$ cat src/rtl/wb_arbiter.sv
// wb_arbiter: round-robin arbiter sharing one scoreboard write-back port among NR_REQ functional units
module wb_arbiter #(
  parameter int NR_REQ        = 4,
  parameter int TRANS_ID_BITS = 3,
  parameter int EX_BITS       = 129
) (
  input  logic                                    clk_i,
  input  logic                                    rst_ni,
  input  logic                                    flush_i,
  input  logic [NR_REQ-1:0]                       valid_i,
  output logic [NR_REQ-1:0]                       ready_o,
  input  logic [NR_REQ-1:0][TRANS_ID_BITS-1:0]    trans_id_i,
  input  logic [NR_REQ-1:0][63:0]                 wbdata_i,
  input  logic [NR_REQ-1:0][EX_BITS-1:0]          ex_i,
  output logic [TRANS_ID_BITS-1:0]                trans_id_o,
  output logic [63:0]                             wbdata_o,
  output logic [EX_BITS-1:0]                      ex_o,
  output logic                                    wb_valid_o,
  output logic [NR_REQ-1:0]                       grant_o
);
  localparam int PTR_BITS = (NR_REQ > 1) ? $clog2(NR_REQ) : 1;
  logic [NR_REQ-1:0]                    r_hold_valid;
  logic [NR_REQ-1:0][TRANS_ID_BITS-1:0] r_hold_id;
  logic [NR_REQ-1:0][63:0]              r_hold_data;
  logic [NR_REQ-1:0][EX_BITS-1:0]       r_hold_ex;
  logic [PTR_BITS-1:0]                  r_rr_ptr;
  logic [PTR_BITS:0]                    w_sum;
  logic [PTR_BITS-1:0]                  w_idx;
  logic [PTR_BITS-1:0]                  w_gidx;
  logic [PTR_BITS-1:0]                  w_ptr_nxt;
  logic                                 w_any;
  logic [NR_REQ-1:0]                    w_capture;

  // scan holders from the pointer upward, wrapping explicitly at NR_REQ so odd counts work
  always_comb begin
    w_sum  = '0;
    w_idx  = '0;
    w_gidx = '0;
    w_any  = 1'b0;
    for (int k = 0; k < NR_REQ; k++) begin
      w_sum = {1'b0, r_rr_ptr} + (PTR_BITS+1)'(k);
      w_idx = (w_sum >= (PTR_BITS+1)'(NR_REQ)) ? PTR_BITS'(w_sum - (PTR_BITS+1)'(NR_REQ)) : PTR_BITS'(w_sum);
      if (!w_any && r_hold_valid[w_idx]) begin
        w_any  = 1'b1;
        w_gidx = w_idx;
      end
    end
  end

  // grant, write-back mux and acceptance; flush masks everything so stale results never escape
  always_comb begin
    wb_valid_o = w_any && !flush_i;
    grant_o    = wb_valid_o ? (NR_REQ'(1) << w_gidx) : '0;
    trans_id_o = wb_valid_o ? r_hold_id[w_gidx] : '0;
    wbdata_o   = wb_valid_o ? r_hold_data[w_gidx] : '0;
    ex_o       = wb_valid_o ? r_hold_ex[w_gidx] : '0;
    ready_o    = {NR_REQ{!flush_i}} & (~r_hold_valid | grant_o);
    w_capture  = valid_i & ready_o;
    w_ptr_nxt  = (w_gidx == PTR_BITS'(NR_REQ - 1)) ? '0 : w_gidx + 1'b1;
  end

  // holder occupancy and round-robin pointer; a capture on a granted holder keeps it valid
  always_ff @(posedge clk_i or negedge rst_ni) begin
    if (!rst_ni) begin
      r_hold_valid <= '0;
      r_rr_ptr     <= '0;
    end else if (flush_i) begin
      r_hold_valid <= '0;
      r_rr_ptr     <= '0;
    end else begin
      r_hold_valid <= w_capture | (r_hold_valid & ~grant_o);
      r_rr_ptr     <= wb_valid_o ? w_ptr_nxt : r_rr_ptr;
    end
  end

  // holder payload, loaded only on capture
  always_ff @(posedge clk_i or negedge rst_ni) begin
    if (!rst_ni) begin
      r_hold_id   <= '0;
      r_hold_data <= '0;
      r_hold_ex   <= '0;
    end else begin
      for (int i = 0; i < NR_REQ; i++) begin
        r_hold_id[i]   <= w_capture[i] ? trans_id_i[i] : r_hold_id[i];
        r_hold_data[i] <= w_capture[i] ? wbdata_i[i] : r_hold_data[i];
        r_hold_ex[i]   <= w_capture[i] ? ex_i[i] : r_hold_ex[i];
      end
    end
  end
endmodule

$ cat config.mk
export PLATFORM = sky130hd
export DESIGN_NAME = wb_arbiter
export DESIGN_NICKNAME = d
export VERILOG_FILES = /design/src/rtl/wb_arbiter.sv
export SDC_FILE = /design/constraint.sdc
export NUM_CORES = 1
export LEC_CHECK = 0
export CORE_AREA = 2 2 390 392
export DETAILED_ROUTE_END_ITERATION = 6
export DIE_AREA = 0 0 392 394
export GPL_TIMING_DRIVEN = 0
export PLACE_DENSITY = 0.57
export SLEW_MARGIN = 20
export SYNTH_ARGS = -nofsm -noshare
export SYNTH_HDL_FRONTEND = slang
export SYNTH_SLANG_ARGS = --single-unit
$ cat constraint.sdc
create_clock -name clk_i -period 5.2 [get_ports clk_i]
set_input_delay 1.56 -clock clk_i [delete_from_list [all_inputs] [get_ports clk_i]]
set_output_delay 1.56 -clock clk_i [all_outputs]
set_load 0.03 [all_outputs]
Yosys cells after proc, flatten, opt, wreduce, memory -nomap -nowiden
Cells that the tools add are included.
- $add $sub $neg: 8
- $mul: 0
- divide/modulo/power cells: 0
- $lt $le $gt $ge: 9
- equality and inequality tests: 1
- shift operators: 1
- muxes and demuxes: 34
- bitwise operators: 7
- reductions and logical operators: 9
- operator list (cell ; number):
    129-bit binary-select mux with 2-bit select ; 1
    129-bit 2-to-1 mux ; 2
    64-bit binary-select mux with 2-bit select ; 1
    64-bit 2-to-1 mux ; 2
    2-bit 2-to-1 mux ; 11
    2-bit by 3-bit less-than comparator with 1-bit output, second input constant ; 5
    4-bit bitwise AND ; 3
    3-bit greater-or-equal comparator, second input constant ; 3
    1-bit binary-select mux with 2-bit select ; 4
    1-bit 2-to-1 mux ; 8
    4-bit 2-to-1 mux ; 2
    4-bit inverter ; 2
    4-bit bitwise OR ; 2
    2-bit by 1-bit subtractor with 2-bit output, second input constant ; 4
    2-bit by 2-bit adder with 3-bit output, second input constant ; 2
    3-bit binary-select mux with 2-bit select ; 1
    3-bit 2-to-1 mux ; 2
    1-bit logical AND ; 4
    1-bit zero test ; 4
    1-bit by 2-bit left shift with 4-bit output, first input constant ; 1
    2-bit by 1-bit adder with 3-bit output, second input constant ; 1
    2-bit by 3-bit greater-or-equal comparator with 1-bit output, second input constant ; 1
    2-bit by 1-bit adder with 2-bit output, second input constant ; 1
    2-bit equality test, second input constant ; 1
    2-bit nonzero test ; 1
- register bits: 790
- bits in latches: 0
- memory bits (writable): 0
- memory bits (read-only): 0
- input port bits: 791
- output and inout port bits: 205
- logic and storage cells: 83
- memories kept: 0

Logic depth before layout (Yosys ltp)
- depth in word-level cells: 21
- mapped depth: 15
- gate-level depth less buffers: 8

Least setup slack after synthesis
No wires, ideal clock.
- kind: input port to output port
- start point: input flush_i
- end point: output ex_o[100]
- arrival time: 3.466 ns
- required time: 3.640 ns
- path slack: 0.174 ns
- cell stages on the path: 6
- path buffers: 3
- path through: clkbuf_1 nor2_1 o221ai_2 buf_2 buf_2 o22ai_1
- longest elaborated chain between the ends: 3
- RTL lines (element ; line ; RTL):
    start, declared ; 9 ; input logic flush_i,
    1-bit zero test ; 52 ; wb_valid_o = w_any && !flush_i;
    1-bit logical AND ; 52 ;
    named net wb_valid_o ; 18 ; output logic wb_valid_o,
    129-bit 2-to-1 mux ; 56 ; ex_o = wb_valid_o ? r_hold_ex[w_gidx] : '0;
    end, declared ; 17 ; output logic [EX_BITS-1:0] ex_o,
The timed path passes the listed nets, and every way through them passes these cells.

Final worst setup path
- start point: input flush_i
- end point: output ready_o[3]
- longest elaborated chain between the ends: 5
- RTL lines (element ; line ; RTL):
    1-bit zero test (*) ; 52, 57 ;
    1-bit logical AND ; 52 ;
    4-bit 2-to-1 mux ; 53 ; grant_o = wb_valid_o ? (NR_REQ'(1) << w_gidx) : '0;
    4-bit bitwise OR ; 57 ; ready_o = {NR_REQ{!flush_i}} & (~r_hold_valid | grant_o);
    4-bit bitwise AND (*) ; 57 ;
    end, declared ; 11 ; output logic [NR_REQ-1:0] ready_o,
Every way passes the cells marked *; elsewhere a longest branch is shown, timed or not.

==> metrics list <==
* Total overflow reported by the global router: 0
* Smallest hold slack: 0.484 ns
* Setup CP Type: input port to output pin
- Share of the core filled with cells: 34.3%
- Critical Path Max Stage Delay: 0.48 ns
- Static power due to leakage: 23.0 nW
- DP Worst Slack: -1.74 ns
* End point of the most critical hold path: r_hold_ex[256]$_DFFE_PN0P_
- In the final routed layout, each cell accounts on average for 26.1 um.
* Number of levels the H-tree was split into: 3
- Buffers inserted during clock tree synthesis total 94.
- Register clock-pin slew on the reported worst setup and hold paths: 0.05 ns
- Along the worst path, the maximum fanout reaches 10.
- After detailed placement, the total cell area comes to 48,600 um^2.
* Total Routing Usage GR: 18.5%
- After the first detailed-routing iteration, the DRC count stood at 1,045.
* Initial antenna violation count: 64
* Grt peak-use layer: met2
* Slew at the pin closest to its max-slew limit: 0.784 ns
* Slew headroom: 47.7%
- Static timing analysis puts the maximum clock frequency at 0.193 GHz.
- For this run, the register share of the synthesized area comes to 55.0%.
- CP Data Arrival Time: 3.62 ns
- Most common cell after layout, fill and taps aside: sky130_fd_sc_hd__clkdlybuf4s50_1
* Critical Path Source Type: input port
- Drt pass-1 iters: 4
- The initial utilization of the core area, before any placement, comes to 23.9%.
- The setup check on the worst reg-to-reg path leaves a slack of 0.81 ns.
* Combined area of the multi-input logic cells: 15,200 um^2
- Final nets: 4,289
- After technology mapping, the gate count stands at 2,397.
* I/O pin count: 996
- After layout, the worst setup slack is 0.0170 ns.
- Global-route wire length before repair: 203,000 um
* Type of element capturing the critical path: output pin
- In this run, placement finished with an instance count of 5,428.
- Met3 capacity usage during global routing: 5.68%
* CTS tree: built
* RSZ-0062 raised after global routing: yes
- Share of the clock period used by the worst path: 99.7%
* Master cell of the clock root buffer: sky130_fd_sc_hd__clkbuf_16
* M2 GR Usage: 32.0%
- Counting the fill cells in the layout gives 15,100.
- Entering global routing, the biggest net connects 135 pins.
- Syn nets: 3,189
- Walking the worst path, the cells encountered are clkdlybuf4s50_1 > clkbuf_8 > nor2_4 > o221ai_4 > buf_4 > o21ai_0 > nor2b_1 > buf_4.
- Overall power consumption after layout is estimated at 20.5 mW.
- Area of the core region: 151,000 um^2
- The number of hold violations in the final report is 0.
* Number of violations of the max-capacitance limit: 0
- Maximum vdd drop: 0.263 mV
* Count of unique library cells instantiated by Yosys: 34
- The count of buffers added on input and output ports is 995.
- Number of warnings issued by yosys: 0
* Routability-driven placement congestion ratio: 0.893
- Counting instances, the worst hold path has a depth of 1.
- Row generation in the floorplan step produced 143 rows.
* Die height: 394 um
- The slowest stage of the critical path is the sky130_fd_sc_hd__clkdlybuf4s50_1 cell.
- Half-perimeter wire length of the detailed placement result: 113,000 um
* Clock tree buffer depth: 3
- Most common cell on crit path: sky130_fd_sc_hd__buf_4
- Final design area excluding fillers: 51,600 um^2
- The flow ran to the end, and the final reports show no timing, DRC or antenna violations.
* Setup violators final: 0
- Source-to-sink clock delay at the later pin of the worst-skew pair: 0.69 ns
- The floorplan step set the die width to 392 um.
* Avg Vias per Cell: 4.45
- Sequential standard cell area: 19,800 um^2
- In the routed design, unresolved DRC markers number 0.
- Area growth from synthesis to final layout: 43.6%
- Syn avg cell area: 15.0 um^2
- The number of global-route vias before repair is 26,800.
- For the final database, setup skew stands at 0.0359 ns.
* TritonCTS Sinks: 790
- Counting cells, the worst reg-to-reg path comes to 15.
- Via count of the routed design: 25,100
- RR Endpoint: r_hold_data[128]$_DFFE_PN0P_
- Antenna-violating nets left: 0
- Power density over the cells: 397 nW/um^2
* Worst Hold Launch: r_hold_ex[256]$_DFFE_PN0P_
- Slew Viols, Final: 0
* Sum of routed wire length over all layers: 147,000 um
- Global routing consumed, on the met1 layer, 21.5% of the routing resources.
- Required arrival time at the worst endpoint: 3.64 ns
- The finished layout holds 5,634 standard cells, fillers aside.
* Most frequent cells in the layout: 792 x sky130_fd_sc_hd__clkdlybuf4s50_1, 790 x sky130_fd_sc_hd__dfrtp_1, 587 x sky130_fd_sc_hd__mux2_2
* Setup total negative slack: 0 ns
- Clock period minus final worst setup slack: 5.18 ns
- The startpoint identified for the worst register-to-register timing path is r_rr_ptr[1]$_DFFE_PN0P_.
- In this run the worst hold path is classified as register to register.
* Synthesized cell area: 35,900 um^2
- In this run, synthesis produced a sequential element count of 790.
- Die Area: 154,000 um^2
* Share of cells above drive strength 1: 36.5%
[worst max-delay path: cells and delay by family]
| kind | cells | cell delay (ns) |
|---|---|---|
| and+or+nand+nor | 2 | 0.57 |
| AOI/OAI and AO/OA | 2 | 0.35 |
| buffers and inverters | 4 | 1.13 |
[synth_stat cells, drive strengths merged]
| cell type | number | area share [%] |
|---|---|---|
| nor2b | 3 | 0.052 |
| clkbuf | 15 | 0.16 |
| o22ai | 198 | 3.4 |
| o21a | 2 | 0.042 |
| o22a | 1 | 0.024 |
| a211o | 1 | 0.024 |
| a2bb2oi | 1 | 0.024 |
| mux2 | 784 | 26 |
| dfrtp | 790 | 55 |
| buf | 165 | 3.6 |
| and2 | 3 | 0.052 |
| mux2i | 393 | 11 |
| or2 | 2 | 0.035 |
| a21oi | 10 | 0.15 |
| o21ai | 3 | 0.042 |
| a211oi | 1 | 0.021 |
| inv | 4 | 0.042 |
| nand2 | 2 | 0.028 |
| o221ai | 2 | 0.066 |
| nand2b | 3 | 0.052 |
| ha | 1 | 0.035 |
| nor2 | 11 | 0.11 |
| nor4 | 1 | 0.017 |
| and2b | 1 | 0.021 |
[worst max-delay path by stage]
stage	start	endpoint	slack, ns	depth (start not counted)
3_5_place_dp	flush_i	ex_o[6]	-1.74	8
3_3_place_gp	rst_ni	r_hold_data[165]$_DFFE_PN0P_	-35.73	1
6_report	flush_i	ready_o[3]	0.02	8
5_1_grt	flush_i	wbdata_o[39]	-0.02	9
2_1_floorplan	flush_i	ex_o[100]	0.17	6
4_1_cts	flush_i	wbdata_o[12]	-0.01	8
[registers in the layout, summed over array words and instances, names as in the netlist]
| register | count |
|---|---|
| r_hold_id | 12 |
| r_hold_data | 256 |
| r_hold_valid | 4 |
| r_rr_ptr | 2 |
| r_hold_ex | 516 |
[cells by family after synthesis]
kind of cell | share of synthesized area (%)
compound gates | 3.84
fa+ha+maj | 0.0348
buf+inv | 3.80
flops | 55.0
mux | 37.0
simple gates | 0.372
[power breakdown]
group	switching [mW]	internal (mW)	total (mW)	leakage [nW]
Combinational	2.86	2.84	5.70	12.2
Sequential	0.706	7.38	8.09	9.28
Clock	2.74	3.98	6.72	1.54
[final cells by class]
type                       count  share of cell area [%]
timing repair buffer        1004                    18.1
buffer                       180                    3.03
sequential                   790                    38.3
clock inverter                24                   0.560
antenna                       33                   0.160
inverter                       4                  0.0291
clock buffer                 146                    5.48
multi-input combinational   1423                    29.4
tap                         2030                    4.92
[timing repair]
action / CTS / global route
pin swaps: 3 / 1
hold buffers: 0 / 0
endpoints found under the setup margin: 202 / 158
buffers inserted: 3 / 0
resized for setup: 972 / 149
[per-layer routing]
metal	up-vias	routed length (um)	part of all wire (%)
met5	-	221	0.15
met4	36	4640	3.2
met3	233	10600	7.2
met2	814	74000	50
met1	12900	57300	39
li1	11100	-	-
No activity file was read; power rests on OpenSTA's default activity.
